--- src/rtl/dlfloat_pkg.sv ---
// Shared widths, DLFloat field layout and transmit state encoding.
package dlfloat_pkg;

  localparam int DLF_W      = 16;
  localparam int BYTE_W     = 8;
  localparam int DLF_SIGN_W = 1;
  localparam int DLF_EXP_W  = 6;
  localparam int DLF_MANT_W = 9;

  typedef struct packed {
    logic [DLF_SIGN_W-1:0] sign;
    logic [DLF_EXP_W-1:0]  exp;
    logic [DLF_MANT_W-1:0] mant;
  } dlf_t;

  typedef enum logic [1:0] {
    TX_IDLE   = 2'd0,
    TX_FIRST  = 2'd1,
    TX_SECOND = 2'd2
  } tx_state_t;

endpackage

--- src/rtl/dlfloat_fifo.sv ---
// Result FIFO; full/empty come from the occupancy counter so the pointers
// may simply wrap (DEPTH must be a power of two, at least 2).
module dlfloat_fifo #(
  parameter int W     = 16,
  parameter int DEPTH = 4
) (
  input  logic                     clk,
  input  logic                     rst_n,
  input  logic                     i_push,
  input  logic [W-1:0]             i_din,
  input  logic                     i_pop,
  output logic [W-1:0]             o_dout,
  output logic [$clog2(DEPTH):0]   o_count
);

  localparam int AW = $clog2(DEPTH);
  localparam int CW = AW + 1;

  logic [W-1:0]  r_mem [DEPTH];
  logic [AW-1:0] r_wr_ptr;
  logic [AW-1:0] r_rd_ptr;
  logic [CW-1:0] r_count;
  logic          w_push;
  logic          w_pop;

  assign w_push = i_push && (r_count != CW'(DEPTH));
  assign w_pop  = i_pop  && (r_count != '0);

  always_ff @(posedge clk or negedge rst_n) begin
    if (!rst_n) begin
      r_wr_ptr <= '0;
      r_rd_ptr <= '0;
      r_count  <= '0;
    end else begin
      if (w_push) r_wr_ptr <= r_wr_ptr + 1'b1;
      if (w_pop)  r_rd_ptr <= r_rd_ptr + 1'b1;
      case ({w_push, w_pop})
        2'b10:   r_count <= r_count + 1'b1;
        2'b01:   r_count <= r_count - 1'b1;
        default: r_count <= r_count;
      endcase
    end
  end

  // Storage is not reset; entries are only visible through a valid count.
  always_ff @(posedge clk) begin
    if (w_push) r_mem[r_wr_ptr] <= i_din;
  end

  assign o_dout  = r_mem[r_rd_ptr];
  assign o_count = r_count;

endmodule

--- src/rtl/dlfloat_result_tx.sv ---
// Queues 16-bit DLFloat results and streams each as two bytes over a
// valid/ready byte interface, refilling the hold register without a bubble.
module dlfloat_result_tx
  import dlfloat_pkg::*;
#(
  parameter int DEPTH     = 4,
  parameter int MSB_FIRST = 1
) (
  input  logic                    clk,
  input  logic                    rst_n,
  input  logic                    res_valid,
  input  logic [DLF_W-1:0]        res_data,
  output logic                    res_ready,
  output logic [BYTE_W-1:0]       tx_data,
  output logic                    tx_valid,
  input  logic                    tx_ready,
  output logic                    tx_last,
  output logic [$clog2(DEPTH):0]  fifo_count,
  output logic                    busy
);

  localparam int CW = $clog2(DEPTH) + 1;

  tx_state_t          r_state;
  tx_state_t          w_state_nxt;
  logic [DLF_W-1:0]   r_hold;
  logic [DLF_W-1:0]   w_head;
  logic [CW-1:0]      w_count;
  logic               w_push;
  logic               w_pop;
  logic [BYTE_W-1:0]  w_byte_first;
  logic [BYTE_W-1:0]  w_byte_second;

  assign res_ready = (w_count < CW'(DEPTH));
  assign w_push    = res_valid && res_ready;

  dlfloat_fifo #(
    .W     (DLF_W),
    .DEPTH (DEPTH)
  ) u_fifo (
    .clk     (clk),
    .rst_n   (rst_n),
    .i_push  (w_push),
    .i_din   (res_data),
    .i_pop   (w_pop),
    .o_dout  (w_head),
    .o_count (w_count)
  );

  always_comb begin
    w_state_nxt = r_state;
    w_pop       = 1'b0;
    case (r_state)
      TX_IDLE: begin
        if (w_count != '0) begin
          w_pop       = 1'b1;
          w_state_nxt = TX_FIRST;
        end
      end
      TX_FIRST: begin
        if (tx_ready) w_state_nxt = TX_SECOND;
      end
      TX_SECOND: begin
        // Reload straight from the FIFO head so back-to-back words stream
        // with no idle cycle between them.
        if (tx_ready) begin
          if (w_count != '0) begin
            w_pop       = 1'b1;
            w_state_nxt = TX_FIRST;
          end else begin
            w_state_nxt = TX_IDLE;
          end
        end
      end
      default: w_state_nxt = TX_IDLE;
    endcase
  end

  always_ff @(posedge clk or negedge rst_n) begin
    if (!rst_n) begin
      r_state <= TX_IDLE;
      r_hold  <= '0;
    end else begin
      r_state <= w_state_nxt;
      if (w_pop) r_hold <= w_head;
    end
  end

  assign w_byte_first  = (MSB_FIRST != 0) ? r_hold[15:8] : r_hold[7:0];
  assign w_byte_second = (MSB_FIRST != 0) ? r_hold[7:0]  : r_hold[15:8];

  always_comb begin
    tx_data = '0;
    case (r_state)
      TX_FIRST:  tx_data = w_byte_first;
      TX_SECOND: tx_data = w_byte_second;
      default:   tx_data = '0;
    endcase
  end

  assign tx_valid   = (r_state != TX_IDLE);
  assign tx_last    = (r_state == TX_SECOND);
  assign fifo_count = w_count;
  assign busy       = (r_state != TX_IDLE) || (w_count != '0);

endmodule
--- config.mk ---
export PLATFORM = sky130hd
export DESIGN_NAME = dlfloat_result_tx
export DESIGN_NICKNAME = d
export VERILOG_FILES = /design/src/rtl/dlfloat_pkg.sv /design/src/rtl/dlfloat_fifo.sv /design/src/rtl/dlfloat_result_tx.sv
export SDC_FILE = /design/constraint.sdc
export NUM_CORES = 1
export LEC_CHECK = 0
export CAP_MARGIN = 20
export CORE_AREA = 2 2 85 87
export CTS_CLUSTER_DIAMETER = 100
export DETAILED_ROUTE_END_ITERATION = 6
export DIE_AREA = 0 0 87 89
export PLACE_DENSITY = 0.77
export SETUP_SLACK_MARGIN = 0.1
export SLEW_MARGIN = 10
export SYNTH_ARGS = -nofsm -noshare
export SYNTH_HDL_FRONTEND = slang
export SYNTH_HIERARCHICAL = 1
export SYNTH_SLANG_ARGS = --single-unit
export TNS_END_PERCENT = 20
--- constraint.sdc ---
create_clock -name clk -period 3.45 [get_ports clk]
set_input_delay 0.69 -clock clk [delete_from_list [all_inputs] [get_ports clk]]
set_output_delay 0.69 -clock clk [all_outputs]
set_load 0.03 [all_outputs]
# Word-level counts from Yosys, hierarchy flattened
# Memories as Yosys holds them, arrays and structs flattened. A register that Yosys moved wholly into a read port is not among the register bits.
# Cells that the tools add are included.
word_totals:
  ram_bits: 64
  memories: 1
  input_bits: 20
  word_cells: 40
  register_bits: 9
  output_inout_bits: 15
mem_list:
  columns: ["name", "words", "word_bits", "rd", "rd_clocked_by_memory_dff", "write_ports", "line", "text"]
  rows:
  - ["u_fifo.r_mem", 4, 16, 1, 1, 1, "dlfloat_fifo.sv:19", "logic [W-1:0] r_mem [DEPTH];"]
classes:
  magnitude_cmp: 1
  mux: 12
  eq_ne: 8
  reduce_logical: 10
  addsub: 4
ops:
  columns: ["op", "n"]
  rows:
  - ["case mux 8 bit (2 select lines)", 1]
  - ["2-to-1 mux 2 bit", 3]
  - ["!= test 2 bit, second input constant", 3]
  - ["case mux 2 bit (3 select lines)", 1]
  - ["case mux 3 bit (2 select lines)", 1]
  - ["2-to-1 mux 1 bit", 5]
  - ["adder 2 x 1 -> 2 bit, second input constant", 2]
  - ["equality test 2 x 1 -> 1 bit, second input constant", 2]
  - ["equality test 2 bit, second input constant", 2]
  - ["nonzero test 2 bit", 2]
  - ["adder 3 x 1 -> 3 bit, second input constant", 1]
  - ["logical AND 1 bit", 3]
  - ["less-than comparator 3 bit, second input constant", 1]
  - ["!= test 3 bit, second input constant", 1]
  - ["AND reduction 3 bit", 1]
  - ["nonzero test 3 bit", 1]
  - ["subtractor 3 x 1 -> 3 bit, second input constant", 1]
  - ["zero test 2 bit", 1]
  - ["case mux 1 bit (2 select lines)", 1]
  - ["zero test 1 bit", 1]
  - ["logical OR 1 bit", 1]

# Logic depth before layout (Yosys ltp)
depth:
  depth_word: 7
  mapped_depth: 12
  ltp_nobuf: 11

# Modules after synthesis
# Netlist, hierarchy kept.
by_module_without_submodules:
  columns: ["mod", "n_inst", "cells_per_inst", "seq_area_each_um2", "area_each_um2"]
  rows:
  - ["dlfloat_fifo", 1, 121, 2097.0, 2766.4]
  - ["dlfloat_result_tx", 1, 75, 450.4, 980.9]

# Least setup slack after synthesis
# Ideal clock, no wire load.
synth_timing:
  path_kind: "reg-to-reg"
  from: "register r_state[0]"
  to: "register u_fifo.r_count[2] (netlist: u_fifo/o_count[2])"
  setup_ps: 82
  setup_slack_ps: 808
  required_time_ps: 3368
  stages_incl_launch_ff: 13
  t_arrival_ps: 2561
  synth_period_minus_slack_ps: 2642
  n_path_buf: 1
  cell_sequence: "dfrtp_1 -> inv_1 -> ha_1 -> a21oi_1 -> nor2_4 -> buf_12 -> o31a_1 -> ha_1 -> inv_1 -> fa_1 -> xor2_1 -> nor2_1 -> xor2_1"
synth_between:
  elab_chain_len: 5
  elab_cells_between_ends: 8
  classes_between: "eq/ne (3); mux (2); reduce/logical (3)"
synth_rtl:
  columns: ["element", "line", "text"]
  rows:
  - ["start: declaration", "dlfloat_result_tx.sv:24", "tx_state_t r_state;"]
  - ["start signal: assignment", "dlfloat_result_tx.sv:84", "r_state <= w_state_nxt;"]
  - ["equality test 2 bit (*)", null, null]
  - ["net tx_last", "dlfloat_result_tx.sv:17", "output logic tx_last,"]
  - ["case mux 1 bit (2 select lines) (*)", "dlfloat_result_tx.sv:53", "case (r_state)"]
  - ["net w_pop", "dlfloat_result_tx.sv:30", "logic w_pop;"]
  - ["logical AND 1 bit (*)", "dlfloat_fifo.sv:27", "assign w_pop = i_pop && (r_count != '0);"]
  - ["net u_fifo.w_pop", "dlfloat_fifo.sv:24", "logic w_pop;"]
  - ["equality test 2 x 1 -> 1 bit / equality test 2 bit (equally long branches)", "dlfloat_fifo.sv:37", "case ({w_push, w_pop})"]
  - ["case mux 3 bit (2 select lines) / nonzero test 2 bit (equally long branches)", null, null]
  - ["end signal: assignment", "dlfloat_fifo.sv:38", "2'b10: r_count <= r_count + 1'b1;"]
  - ["end signal: assignment", "dlfloat_fifo.sv:39", "2'b01: r_count <= r_count - 1'b1;"]
  - ["end signal: assignment", "dlfloat_fifo.sv:40", "default: r_count <= r_count;"]
  - ["end: declaration", "dlfloat_fifo.sv:22", "logic [CW-1:0] r_count;"]
# The timed path passes the listed nets; every way through them passes the cells marked *.
# A chain may end at the register's enable or synchronous reset.

# Final worst setup path
layout_timing:
  from: "register r_state[0]"
  to: "output port tx_data[3]"
layout_between:
  elab_chain_len: 2
  elab_cells_between_ends: 3
  classes_between: "eq/ne (2); mux (1)"
layout_rtl:
  columns: ["element", "line", "text"]
  rows:
  - ["equality test 2 bit / equality test 2 x 1 -> 1 bit (equally long branches)", "dlfloat_result_tx.sv:94", "case (r_state)"]
  - ["case mux 8 bit (2 select lines) (*)", "dlfloat_result_tx.sv:94", null]
  - ["end: declaration", "dlfloat_result_tx.sv:14", "output logic [BYTE_W-1:0] tx_data,"]
# Mark *: on every way between the ends. The rest lies on a longest branch, timed or not.

==> results.sh <==
export IMPL_final_max_slew_viol_count=0
export IMPL_critical_path_depth=5
export IMPL_std_cell_rows=30
export IMPL_synth_nets=227
export IMPL_multiInputGateArea_mm2=0.00109
export IMPL_num_io_pins=35
export IMPL_final_nets=272
export IMPL_drive_above_1_share_pct=20.7
export IMPL_synth_adder_area_share_pct=3.87
export IMPL_cts_root_buffer="clkbuf_8"
export IMPL_grt_pass1_wl_um=9570
export IMPL_peakVddDrop_mv=0.329
export IMPL_hpwlAfterDp_um=3750
export IMPL_maxCapViolCount=0
export IMPL_start_util_pct=55.8
export IMPL_synth_mux_area_share_pct=17.0
export IMPL_fin_crit_sh_pct=89.2
export IMPL_required_ns=2.76
export IMPL_dp_cells=310
export IMPL_outcome="completed"
export IMPL_tns_ns=0
export IMPL_critPathArrivalTime_ns=2.39
export IMPL_cellPowerDensity_mw_per_mm2=906
export IMPL_whs_path_depth=1
export IMPL_vias=1809
export IMPL_crit_chain="inv_1 -> ha_1 -> a22oi_1 -> nor2b_1 -> clkdlybuf4s50_1"
export IMPL_synth_top_family_by_area="multiplexers"
export IMPL_cts_num_sinks=89
export IMPL_first_pass_iters=4
export IMPL_grt_max_degree=26
export IMPL_synthCells=196
export IMPL_postCtsSetupBuffers=0
export IMPL_syn_area_mm2=0.00375
export IMPL_clock_skew_ns=0.00766
export IMPL_die_h_um=89
export IMPL_fin_util_pct=65.2
export IMPL_slew_headroom_pct=47.2
export IMPL_antenna_found_initial=0
export IMPL_die_area_mm2=0.00774
export IMPL_final_common_cell="edfxtp_1"
export IMPL_holdBufCountCts=0
export IMPL_via_per_inst=5.55
export IMPL_yosys_area_share_simple_pct=3.67
export IMPL_synth_compound_area_share_pct=3.11
export IMPL_initialDrtViolationCount=104
export IMPL_start_kind="register"
export IMPL_n_antenna_cell=0
export IMPL_grt_ovfl_total=0
export IMPL_drt_wirelength_per_cell_um=18.7
export IMPL_final_cell_count_no_fill=326
export IMPL_synth_seq_cells=89
export IMPL_reg2reg_depth=11
export IMPL_yosysSeqAreaShare_pct=68.0
export IMPL_clock_latency_ns=0.34
export IMPL_cts_resized=0
export IMPL_max_stage_delay_ns=0.69
export IMPL_drt_total_wl_um=6080
export IMPL_yosysWarningCount=6
export IMPL_crit_slowest_cell="clkdlybuf4s50_1"
export IMPL_core_area_mm2=0.00672
export IMPL_fin_total_pwr_mw=3.97
export IMPL_grt_pass1_vias=1862
export IMPL_synthXorXnorAreaFrac_pct=1.40
export IMPL_min_path_type="register to register"
export IMPL_syn_to_final_growth_pct=16.9
export IMPL_hold_viol=0
export IMPL_max_freq_mhz=325
export IMPL_finalSetupViolCount=0
export IMPL_endpoint_kind="primary output"
export IMPL_crit_type="register to primary output"
export IMPL_register_area_mm2=0.00255
export IMPL_synth_area_per_cell_um2=19.1
export IMPL_io_buffer_count=34
export IMPL_met2_length_um=3050
export IMPL_post_route_drc_count=0
export IMPL_clock_path_buffers=2
export IMPL_gp_congestion=0.796
export IMPL_wl_met1_um=2720
export IMPL_p_leak_nw=1.62
export IMPL_die_width_um=87
export IMPL_cp_max_fo=12
export IMPL_critPathTopFamily="buffers and inverters"
export IMPL_max_slew_worst_pin_slew_ns=0.792
export IMPL_cts_tree="built"
export IMPL_final_cell_mix="64 x edfxtp_1, 34 x clkdlybuf4s50_1, 25 x dfrtp_1, 11 x inv_1, 10 x ha_1"
export IMPL_grt_usage_pct=17.2
export IMPL_cts_max_level=3
export IMPL_synth_distinct_cells=30
export IMPL_drtAntennaViolNets=0
export IMPL_dr_wl_met3_um=211
export IMPL_layout_min_cycle_time_ns=3.08
export IMPL_path_buf_inv=2
export IMPL_numCtsBuffers=9
export IMPL_whs_ns=0.521
export IMPL_dr_max_layer_used="met4"
export IMPL_n_fill_cell=484
export IMPL_rsz0062_at_grt="no"
export IMPL_clk_pin_slew_ns=0.08
flip-flops by register name, summed over array words and instances, names as in the netlist:
signal,cells
u_fifo/r_mem,64
r_hold,16
u_fifo/o_count,3
r_state,2
u_fifo/r_rd_ptr,2
u_fifo/r_wr_ptr,2
where the power goes:
part,leakage [nW],switching [mW],total (mW),internal (mW)
Combinational,0.644,0.771,1.61,0.838
Clock,0.106,0.338,0.742,0.405
Sequential,0.874,0.190,1.62,1.43
Total,1.62,1.30,3.97,2.67
path summary, 6_finish.rpt:
path	startpoint	end	slack, ns
worst max-delay path	r_state[0]$_DFFE_PN0P_	tx_data[3]	0.37
worst min-delay path	r_hold[5]$_DFFE_PN0P_	r_hold[5]$_DFFE_PN0P_	0.52
worst max register to register	r_state[0]$_DFFE_PN0P_	u_fifo/o_count[2]$_DFFE_PN0P_	0.81
worst min register to register	r_hold[5]$_DFFE_PN0P_	r_hold[5]$_DFFE_PN0P_	0.52
max in group asynchronous	rst_n	r_hold[0]$_DFFE_PN0P_	2.47
min in group asynchronous	rst_n	r_hold[13]$_DFFE_PN0P_	0.72
final cells by class:
type | count | share of cell area [%]
sequential | 89 | 58.2
multi-input combinational | 89 | 24.9
timing repair buffer | 41 | 8.97
clock buffer | 10 | 2.91
tap | 80 | 2.29
clock inverter | 6 | 1.86
inverter | 11 | 0.943
per-stage QoR:
step	cell area, um2	worst slack [ns]
global placement	4170	0.766
global route	4380	0.202
CTS	4380	0.366
finish	4380	0.371
floorplan	3750	0.808
detailed placement	4170	0.715
cell usage after synthesis:
cell / number / area share, %
a21boi_2: 1 / 0.30
xnor2_1: 3 / 0.70
nand3_1: 2 / 0.27
o21ba_2: 1 / 0.27
nor2b_1: 8 / 1.3
inv_1: 11 / 1.1
mux2_2: 9 / 2.7
buf_6: 1 / 0.30
mux2_4: 9 / 3.6
nand2_1: 4 / 0.40
mux4_1: 8 / 5.6
buf_2: 3 / 0.40
a22oi_1: 8 / 1.6
dfrtp_1: 25 / 17
a21oi_1: 3 / 0.40
and2b_2: 1 / 0.23
nor2_1: 2 / 0.20
fa_1: 1 / 0.53
and2_1: 3 / 0.50
edfxtp_1: 64 / 51
nor2_4: 1 / 0.30
clkbuf_1: 1 / 0.10
a2111o_1: 1 / 0.30
o31a_1: 1 / 0.23
xor2_1: 3 / 0.70
mux4_2: 8 / 4.8
ha_1: 10 / 3.3
mux2i_1: 1 / 0.27
nor3_4: 1 / 0.43
buf_12: 2 / 1.1
cell families after synthesis:
group | count (synthesis)
flops | 89
mux | 35
simple gates | 22
buf+inv | 18
compound gates | 15
fa+ha+maj | 11
xor+xnor | 6
metal layers:
metal,up-vias,global-route usage [%]
li1,844,-
met1,921,22.3
met2,33,28.0
met3,11,4.34
met4,0,7.39
met5,-,0
No activity file was read; power rests on OpenSTA's default activity.
